## config.mk

```make
export PLATFORM = sky130hd
export DESIGN_NAME = coeff_mult_scheduler
export DESIGN_NICKNAME = d
export VERILOG_FILES = /design/src/rtl/coeff_sched_pkg.sv /design/src/rtl/rr_arbiter.sv /design/src/rtl/coeff_mult_scheduler.sv
export SDC_FILE = /design/constraint.sdc
export NUM_CORES = 1
export LEC_CHECK = 0
export CAP_MARGIN = 25
export CORE_MARGIN = 4
export CORE_UTILIZATION = 40
export CTS_BUF_LIST = sky130_fd_sc_hd__clkbuf_2 sky130_fd_sc_hd__clkbuf_4 sky130_fd_sc_hd__clkbuf_8
export DETAILED_ROUTE_END_ITERATION = 7
export GPL_TIMING_DRIVEN = 0
export HOLD_SLACK_MARGIN = 0.1
export PLACE_DENSITY = 0.65
export REMOVE_ABC_BUFFERS = 1
export SETUP_SLACK_MARGIN = 0.15
export SLEW_MARGIN = 10
export SYNTH_ARGS = -nofsm -noshare
export SYNTH_HDL_FRONTEND = slang
export SYNTH_SLANG_ARGS = --single-unit
```

## constraint.sdc

```tcl
create_clock -name clk -period 5.1 [get_ports clk]
set_clock_uncertainty 0.05 [all_clocks]
set_input_delay 1.02 -clock clk [delete_from_list [all_inputs] [get_ports clk]]
set_output_delay 1.02 -clock clk [all_outputs]
set_load 0.01 [all_outputs]
```

## src/rtl/coeff_sched_pkg.sv

```systemverilog
// coeff_sched_pkg: shared constants, tag-width helper and operand/product types
// for the coeff_mult_scheduler family.
package coeff_sched_pkg;
    localparam int COEFF_DEFAULT = 30;
    localparam int DATA_W = 10;
    typedef logic signed [DATA_W-1:0] operand_t;
    typedef logic signed [2*DATA_W-1:0] product_t;
    function automatic int tag_w(input int n);
        return (n > 1) ? $clog2(n) : 1;
    endfunction
endpackage

```

## src/rtl/rr_arbiter.sv

```systemverilog
// rr_arbiter: round-robin one-hot arbiter; the search starts one past the last grant.
module rr_arbiter
    import coeff_sched_pkg::*;
#(
    parameter int NUM_REQ = 4
) (
    input  logic                       clk,
    input  logic                       rst,
    input  logic [NUM_REQ-1:0]         req,
    input  logic                       en,
    output logic [NUM_REQ-1:0]         gnt,
    output logic                       gnt_vld,
    output logic [tag_w(NUM_REQ)-1:0]  gnt_idx
);
    localparam int TW = tag_w(NUM_REQ);
    logic [TW-1:0] last_q, last_d, idx;
    always_comb begin
        gnt = '0;
        gnt_vld = 1'b0;
        gnt_idx = last_q;
        idx = '0;
        for (int k = 1; k <= NUM_REQ; k++) begin
            idx = TW'((int'(last_q) + k) % NUM_REQ);
            if (en && !gnt_vld && req[idx]) begin
                gnt_vld = 1'b1;
                gnt_idx = idx;
                gnt[idx] = 1'b1;
            end
        end
    end
    assign last_d = gnt_vld ? gnt_idx : last_q;
    always_ff @(posedge clk) begin
        last_q <= rst ? TW'(NUM_REQ - 1) : last_d;
    end
endmodule

```

## src/rtl/coeff_mult_scheduler.sv

```systemverilog
// coeff_mult_scheduler: round-robin sharing of one pipelined signed multiplier among NUM_REQ lanes.
// Define COEFF_CFG_EN for writable per-lane coefficients; otherwise every lane uses COEFF_DEFAULT.
module coeff_mult_scheduler
    import coeff_sched_pkg::*;
#(
    parameter int NUM_REQ       = 4,
    parameter int dataWidth_i   = 10,
    parameter int dataWidth_o   = 2*dataWidth_i,
    parameter int COEFF_DEFAULT = coeff_sched_pkg::COEFF_DEFAULT
) (
    input  logic                               clk,
    input  logic                               rst,
    input  logic [NUM_REQ-1:0]                 in_valid,
    input  logic [NUM_REQ*dataWidth_i-1:0]     in_data,
    output logic [NUM_REQ-1:0]                 in_ready,
    input  logic                               cfg_we,
    input  logic [tag_w(NUM_REQ)-1:0]          cfg_idx,
    input  logic signed [dataWidth_i-1:0]      cfg_coeff,
    output logic                               out_valid,
    output logic signed [dataWidth_o-1:0]      out_data,
    output logic [tag_w(NUM_REQ)-1:0]          out_tag,
    input  logic                               out_ready
);
    localparam int TW = tag_w(NUM_REQ);
    localparam int PW = 2*dataWidth_i;
    localparam logic signed [dataWidth_i-1:0] C0 = dataWidth_i'(COEFF_DEFAULT);

    logic                          adv, gnt_vld;
    logic [TW-1:0]                 gnt_idx, s1_tag_q, out_tag_q;
    logic                          s1_v_q, out_valid_q;
    logic signed [dataWidth_i-1:0] s1_a_q, s1_c;
    logic signed [PW-1:0]          prod;
    logic signed [dataWidth_o-1:0] out_data_q;

    assign adv = !out_valid_q || out_ready;

    rr_arbiter #(.NUM_REQ(NUM_REQ)) u_arb (
        .clk     (clk),
        .rst     (rst),
        .req     (in_valid),
        .en      (adv && !rst),
        .gnt     (in_ready),
        .gnt_vld (gnt_vld),
        .gnt_idx (gnt_idx)
    );

`ifdef COEFF_CFG_EN
    logic signed [dataWidth_i-1:0] coeff_q [NUM_REQ];
    logic signed [dataWidth_i-1:0] s1_c_q;
    always_ff @(posedge clk) begin
        if (rst) begin
            coeff_q <= '{default: C0};
            s1_c_q  <= '0;
        end else begin
            if (cfg_we && int'(cfg_idx) < NUM_REQ) coeff_q[cfg_idx] <= cfg_coeff;
            // The grant reads the pre-edge bank, so a same-cycle write is seen one grant later.
            if (adv) s1_c_q <= coeff_q[gnt_idx];
        end
    end
    assign s1_c = s1_c_q;
`else
    logic cfg_unused;
    assign cfg_unused = ^{cfg_we, cfg_idx, cfg_coeff};
    assign s1_c = C0;
`endif

    assign prod = PW'(s1_a_q) * PW'(s1_c);

    always_ff @(posedge clk) begin
        if (rst) begin
            s1_v_q      <= 1'b0;
            s1_a_q      <= '0;
            s1_tag_q    <= '0;
            out_valid_q <= 1'b0;
            out_data_q  <= '0;
            out_tag_q   <= '0;
        end else if (adv) begin
            s1_v_q      <= gnt_vld;
            s1_a_q      <= in_data[int'(gnt_idx)*dataWidth_i +: dataWidth_i];
            s1_tag_q    <= gnt_idx;
            out_valid_q <= s1_v_q;
            out_data_q  <= dataWidth_o'(prod);
            out_tag_q   <= s1_tag_q;
        end
    end

    assign out_valid = out_valid_q;
    assign out_data  = out_data_q;
    assign out_tag   = out_tag_q;
endmodule

```

* Word level (Yosys, flattened, before mapping)
Cells that the tools add are included. Widths: inputs -> output; s select.
Word-level totals: input port bits 60, flip-flop bits (word level) 37, logic and storage cells 71
Cells by class: add/subtract/negate cells 4, reduce and logical (&&, ||, !) cells 18, magnitude comparators 8, bitwise operators 3, multipliers 2, shifts and indexed selects 1, muxes and demuxes 28
Operator list (count):
- $shiftx 40x7->10 | 1
- $mux 4 | 4
- $mul 10x5->15 const B | 1
- $logic_and 1x1->1 | 12
- $lt 2x3->1 const B | 4
- $mux 1 | 12
- $or 4x4->4 | 3
- $bmux 1 s2 | 4
- $demux 1 s2 | 4
- $ge 2x1->1 const B | 4
- $mux 2 | 4
- $logic_not 1->1 | 5
- $mul 2x3->5 const B | 1
- $add 2x1->2 const B | 2
- $add 2x2->2 const B | 2
- $logic_or 1x1->1 | 1

* Depth between registers and ports, before layout
word-level depth 19, depth in mapped cells 14, depth with buffers taken out 14

* Modules after synthesis
A second synthesis with hierarchy kept.
Second synthesis, totals: cells, all modules 361, area total of the unflattened synthesis 3101.7 um^2
By module, submodules not included:
- coeff_mult_scheduler | times used 1, cells each 287, seq. area each 620.6 um^2, area an instance 2479.9 um^2
- rr_arbiter | times used 1, cells each 74, seq. area each 40.0 um^2, area an instance 621.8 um^2

* Least setup slack after synthesis
Ideal clock, no wire load.
kind in2out, from input in_valid[0], to output in_ready[0], data required time 4.030 ns, buffers on the path 1, data arrival time 2.340 ns, setup slack 1.690 ns, stages on the path 7, cells stage by stage buf_6 > mux2_4 > or3_4 > o32ai_4 > and2_1 > a22oi_1 > o21ai_0
Between the ends: cells in the longest elaborated chain, start to end 16, elaborated cells on any way between the ends 28
Ends and longest elaborated chain:
- start, declared | line coeff_mult_scheduler.sv:13 | input logic [NUM_REQ-1:0] in_valid,
- $bmux 1 s2 | line rr_arbiter.sv:24 | if (en && !gnt_vld && req[idx]) begin
- $mux 1 (not written as such) | line rr_arbiter.sv:24
- $logic_and 1x1->1 | line rr_arbiter.sv:24
- $mux 1 | line rr_arbiter.sv:24
- $logic_not 1->1 | line rr_arbiter.sv:24
- $logic_and 1x1->1 (2 in a row) | line rr_arbiter.sv:24
- $mux 1 | line rr_arbiter.sv:24
- $logic_not 1->1 | line rr_arbiter.sv:24
- $logic_and 1x1->1 (2 in a row) | line rr_arbiter.sv:24
- $mux 1 | line rr_arbiter.sv:24
- $logic_not 1->1 | line rr_arbiter.sv:24
- $logic_and 1x1->1 (2 in a row) | line rr_arbiter.sv:24
- $mux 4 * | line rr_arbiter.sv:24
- end, declared | line coeff_mult_scheduler.sv:15 | output logic [NUM_REQ-1:0] in_ready,
Mark *: on every way between the ends. The rest lies on a longest branch, timed or not. The select of a mux whose other input is x is not followed.

* Final worst setup path
from input out_ready, to output in_ready[2]
Between the ends: cells in the longest elaborated chain, start to end 16, elaborated cells on any way between the ends 22
Ends and longest elaborated chain:
- start, declared | line coeff_mult_scheduler.sv:22 | input logic out_ready
- $logic_or 1x1->1 * | line coeff_mult_scheduler.sv:35 | assign adv = !out_valid_q || out_ready;
- $logic_and 1x1->1 * | line coeff_mult_scheduler.sv:41 | .en (adv && !rst),
- $logic_and 1x1->1 | line rr_arbiter.sv:24
- $mux 1 | line rr_arbiter.sv:24
- $logic_not 1->1 | line rr_arbiter.sv:24
- $logic_and 1x1->1 (2 in a row) | line rr_arbiter.sv:24
- $mux 1 | line rr_arbiter.sv:24
- $logic_not 1->1 | line rr_arbiter.sv:24
- $logic_and 1x1->1 (2 in a row) | line rr_arbiter.sv:24
- $mux 1 | line rr_arbiter.sv:24
- $logic_not 1->1 | line rr_arbiter.sv:24
- $logic_and 1x1->1 (2 in a row) | line rr_arbiter.sv:24
- $mux 4 * | line rr_arbiter.sv:24
Mark *: on every way between the ends. The rest lies on a longest branch, timed or not.

==> impl_metrics.ini <==
[die]
fp.dieH_um = 105
start_util_pct = 40.9
num_rows = 35
ios = 87
design.core.area_mm2 = 0.00924
dieArea_mm2 = 0.0111
die_w_um = 105

[synth]
synth_area_mm2 = 0.00378
synth_cell_type_count = 65
synth_top_family_by_area = compound AO/OA/AOI/OAI gates
synth_xor_area_share_pct = 4.17
syn_area_per_cell_um2 = 8.68
async_reset_ff_share_pct = 0
synth_area_leaders = dfxtp_1 17%, ha_1 11%, mux2i_1 7.1%
synth_edf_count = 0
synthMuxAreaShare_pct = 12.1
synth_compound_area_share_pct = 26.9
synth-seq-area-share_pct = 17.5
synthFlopType = dfxtp_1
synthSimpleGateAreaFrac_pct = 13.3
yosysWarnings = 0
synth_fa_ha_area_share_pct = 17.8
netlist.area_leader.share_pct = 17.5
synth_top_area_cell = dfxtp_1
ys_seq_elements = 33
syn_inst = 436

[placement]
place_congestion = 0.803
preCtsSetupSlack_ns = -0.122
io_buffers = 72
hpwl_um = 6790

[layout]
diodes = 0
syn2layout_area_growth_pct = 23.1
drive_above_1_share_pct = 9.59
fin_nets = 595
mostFrequentLayoutCells = 71 x clkdlybuf4s50_1, 35 x nand2_1, 33 x ha_1
final_common_cell = clkdlybuf4s50_1

[power]
leakage_nw = 2.02
p_total_w = 0.00391
p_switching_w = 0.00190
clockPowerShare_pct = 5.6
irDropWorstVdd_uv = 425
p_comb_share_pct = 81.5
intPower_w = 0.00201
seq_power_share_pct = 12.9
p_per_area_mw_per_mm2 = 839
netSwitchingFraction_pct = 48.6

[cts]
cts.path.max_buffers = 2
cts_tree = yes
cts_setup_buffers = 0
clock_latency_ns = 0.29
htree_levels = 2
cts-root-buf = clkbuf_8
path_clk_slew_ns = 0.07
cts.sinks = 33
cts_buffers = 5

[routing]
routed_wl_um = 8820
vias_per_cell = 5.49
postRouteAntennaNets = 0
initialDrtViolationCount = 136
drc_errors = 0
vias = 3398
routedWlPerCell_um = 14.3
drt_pre_antenna_iters = 4

[critical_path]
arrival_ns = 3.59
rrSetupSlack_ns = 1.30
startpoint = out_ready
path_class = in2out
cp_max_fo = 27
rr_startpoint = s1_a_q[3]$_SDFFE_PP0N_
required_ns = 4.03
end_kind = output port
start_kind = primary input

[grt]
grt_max_degree = 30
grt_pass1_wl_um = 14700
track_usage_pct = 15.5
antenna_found_initial = 0
grt-ovfl-total = 0
grt_pass1_vias = 3200

[sta]
min_period_ns = 4.66
period_share_pct = 91.3
hold_viol = 0
setup_tns_ns = 0
drv_slew = 0
setup_slack_ns = 0.442
fmaxAchievable_mhz = 215
slew_headroom_pct = 31.4
tightest_slew_ns = 1.03
setup_violations = 0
rsz0062_at_grt = false

[worst_hold_path]
hold_start = out_tag[0]$_SDFFE_PP0N_
hp-class = reg2reg

[run]
maxCapViolCount = 0

[run_status]
status = complete, no violations
-- cell type report --
class | count | area (µm²)
multi-input combinational | 340 | 2820
tap | 129 | 161
fill | 897 | 4580
sequential | 33 | 662
clock buffer | 7 | 96.3
inverter | 32 | 120
timing repair buffer | 77 | 788
clock inverter | 1 | 5.00
-- metal layers --
| layer | global-route usage [%] | share of wire [%] |
|---|---|---|
| met1 | 19.4 | 46 |
| met5 | 0 | 0 |
| met3 | 2.57 | 5.0 |
| met2 | 27.2 | 48 |
| met4 | 4.22 | 1.2 |
-- cells in the mapped netlist, drive strengths merged, types with 11 or more instances --
cell	n
xnor2	11
nor2	27
buf	21
dfxtp	33
a22oi	26
nand2	38
o22ai	19
o21ai	11
a21oi	30
mux2i	28
ha	33
fa	13
inv	32
-- registers in the layout (all words and copies together) (netlist names) --
register / count
out_data: 15
s1_tag_q: 2
out_valid: 1
s1_a_q: 10
out_tag: 2
u_arb.last_q: 2
s1_v_q: 1
-- cells by family (layout without fill, tap and decap cells) --
logic type | Yosys count | in the layout
AO/OA/AOI/OAI | 134 | 134
AND/OR/NAND/NOR | 103 | 103
buffers and inverters | 63 | 117
adder cells (fa/ha/maj) | 46 | 46
multiplexers | 38 | 38
flip-flops | 33 | 33
XOR/XNOR | 18 | 18
other | 1 | 1
-- power groups by stage --
stage	registers [W]	logic, W	clock network, W
after global routing	0.000529	0.00362	0.000236
final	0.000504	0.00319	0.000217
after CTS	0.000508	0.00320	0.000225
after global placement	0.000539	0.00305	0
after detailed placement	0.000513	0.00316	0
after floorplan	0.000542	0.00245	0
-- repair_timing --
item                                    CTS  global route
hold buffers                              0             0
endpoints found under the setup margin    4             4
resized for setup                         2             3
-- critical path: stages --
cell	delay (ns)
clkdlybuf4s50_1	0.48
and2b_2	0.42
or3_4	0.48
o32ai_4	0.18
and2_1	0.26
a22oi_1	0.12
o21ai_0	0.08
clkdlybuf4s50_1	0.55
-- final timing paths --
| kind | to | depth (start not counted) |
|---|---|---|
| setup / recovery | in_ready[2] | 8 |
| hold / removal | out_tag[0]$_SDFFE_PP0N_ | 2 |
| setup reg to reg | out_data[14]$_SDFFE_PP0N_ | 13 |
| hold reg to reg | out_tag[0]$_SDFFE_PP0N_ | 2 |
-- through the flow --
stage,instance area (µm²),utilization (%),cells,hold WS (ns)
after floorplan,3590,-,405,0.376
after global placement,4470,48.4,606,0.390
after detailed placement,4540,49.1,611,0.393
after CTS,4650,50.3,619,0.402
after global routing,4660,50.4,619,0.418
final,4660,50.4,619,0.400
No activity file was read; power rests on OpenSTA's default activity.
==> RTL change, RTL diff (config.mk and constraints unchanged) <==
`NUM_REQ` is set to 4 in 2 places; all go to 6.
--- a/src/rtl/rr_arbiter.sv
+++ b/src/rtl/rr_arbiter.sv
@@ -3,5 +3,5 @@
     import coeff_sched_pkg::*;
 #(
-    parameter int NUM_REQ = 4
+    parameter int NUM_REQ = 6
 ) (
     input  logic                       clk,
--- a/src/rtl/coeff_mult_scheduler.sv
+++ b/src/rtl/coeff_mult_scheduler.sv
@@ -4,5 +4,5 @@
     import coeff_sched_pkg::*;
 #(
-    parameter int NUM_REQ       = 4,
+    parameter int NUM_REQ       = 6,
     parameter int dataWidth_i   = 10,
     parameter int dataWidth_o   = 2*dataWidth_i,
Interface: changed (5 resized); port bits go from 87 to 113. The function was not compared with the original's and may differ.
==> RTL change against the unedited design <==
- area after synthesis grew 19%
- worst setup slack lost 170 ps
- cell area grew 31%
- combinational power grew 40%
- first-iteration DRC count grew to 2.7 times the old value
- wire length grew 51%
- power grew 37%
- non-clock buffer count grew 56
- worst hold slack lost 0.53 ps
- sequential cell count grew 3
- global-route usage grew 4.5 points
- largest cell class unchanged
- highest routed layer unchanged
==> RTL change: results (changes against the unedited design) <==
metric;value;unit;change
status;complete, no violations;;
H-tree Lvls;2;;unchanged
post-synthesis adder-cell area fraction;16.1;%;-1.7 points
FF-to-FF setup slack;420;ps;-880 ps
gr usage total;20.0;%;+4.5 points
Root Driver;clkbuf_8;;
WL/cell;16.9;µm;+19%
first-pass GRT wire length;21300;µm;+45%
Initial DRT Pass Iterations;6;;+2
dpl cell area;0.00548;mm²;+21%
post-synthesis xor/xnor area fraction;3.09;%;-1.1 points
First DRT Iteration DRCs;367;;+170%
Sw Pwr;2.63;mW;+39%
commonest cells in the synthesized netlist;nand2_1 (53), inv_1 (52), mux2i_1 (40);;
# port buffers;97;;+35%
asr flop ratio synth;0;%;unchanged
CP Max Fanout;23;;-15%
Yosys cell types;77;;+18%
Clock Latency Late Sink;300;ps;
fill count;1003;;+12%
# nets final;777;;+31%
initial antenna violation count;0;;unchanged
number of global-route vias before repair;4291;;+34%
Leak Pwr;2.64;nW;+30%
fraction of layout cells with a size suffix above 1;17.9;%;+8.3 points
mux share of post-synthesis cell area;12.9;%;+0.87 points
top cells by area, synth;dfxtp_1 (16%), ha_1 (8.9%), mux2i_1 (8.9%);;
Via Count;4425;;+30%
HPWL after DPL;9740;µm;+43%
max reg flops;15;;unchanged
Synth Warn #;0;;unchanged
CTS clk-pin slew, worst paths;80;ps;
clock tree buffer depth;2;;unchanged
TritonCTS buffer count;5;;unchanged
# diodes;0;;unchanged
Slew headroom;40.7;%;+9.3 points
synthesized-area fraction occupied by ao, oa, aoi and oai cells;26.4;%;-0.48 points
Placer Congestion;0.886;;+10%
Tightest Hold Check Type;flip-flop to flip-flop;;
critical path arrival;3760;ps;+170 ps
Peak supply drop;0.000329;V;-23%
largest net degree at the start of global routing;41;;+37%
post-route cell area;0.00608;mm²;+31%
register area share after synthesis;16.1;%;-1.4 points
RTL change: critical path, stage by stage:
cell and delay [ps]:
clkdlybuf4s50_1 530, nor2b_4 70, buf_16 170, nor2_4 310
nand2_1 100, and4bb_2 400, a21oi_4 70, nand3b_1 170
buf_4 130, nor2_2 40, a222oi_1 330, mux2i_1 120
dlygate4sd2_1 300
RTL change: cell families after synthesis:
family,Yosys count
compound gates,149
buf+inv,91
other cells,1
flops,36
fa+ha+maj,48
xor+xnor,15
simple gates,148
mux,55
RTL change: power groups by stage:
| stage | Clock, mW | Sequential (mW) | Combinational [mW] |
|---|---|---|---|
| 3_3_place_gp | 0 | 0.538 | 3.95 |
| 4_1_cts | 0.365 | 0.506 | 4.29 |
| 5_1_grt | 0.377 | 0.525 | 4.97 |
| 2_1_floorplan | 0 | 0.535 | 3.09 |
| 3_5_place_dp | 0 | 0.532 | 4.05 |
| 6_report | 0.359 | 0.508 | 4.47 |
RTL change: area by class of cell:
| cell class | count | area share [%] |
|---|---|---|
| Clock inverter | 3 | 1.48 |
| Inverter | 53 | 3.33 |
| Multi-Input combinational cell | 417 | 58.2 |
| Tap cell | 140 | 2.88 |
| Timing Repair Buffer | 133 | 20.9 |
| Clock buffer | 5 | 1.13 |
| Sequential cell | 36 | 12.0 |
RTL change: routing by layer:
layer / routed length, µm / GRT usage (%)
met4: 170 / 5.46
met2: 6050 / 32.9
met3: 1020 / 4.40
met5: 0 / 0
met1: 6060 / 26.3
RTL change: path summary, 6_finish.rpt:
check | start | end | cells after the start
setup / recovery | out_ready | in_ready[2] | 13
hold / removal | out_data[3] | out_data[3] | 2
setup reg to reg | u_arb.last_q[1] | s1_a_q[6] | 17
hold reg to reg | out_data[3] | out_data[3] | 2
RTL change: metrics by stage:
stage | hold slack (ps) | setup TNS (ps) | std cells | power [mW] | setup WS (ps)
floorplan | 381 | -3840 | 505 | 3.63 | -535
detailed placement | 394 | -16990 | 745 | 4.58 | -1260
global route | 429 | 0 | 787 | 5.87 | 83.1
finish | 399 | 0 | 787 | 5.34 | 269
global placement | 389 | -52250 | 742 | 4.48 | -3120
CTS | 403 | 0 | 769 | 5.16 | 11.1
RTL change: repair_timing:
item                                    CTS  global route
setup buffers                            16            17
resized for setup                        39            15
endpoints found under the hold margin     0             0
endpoints found under the setup margin   20            16
pin swaps                                 9            11
gates cloned                              0             1
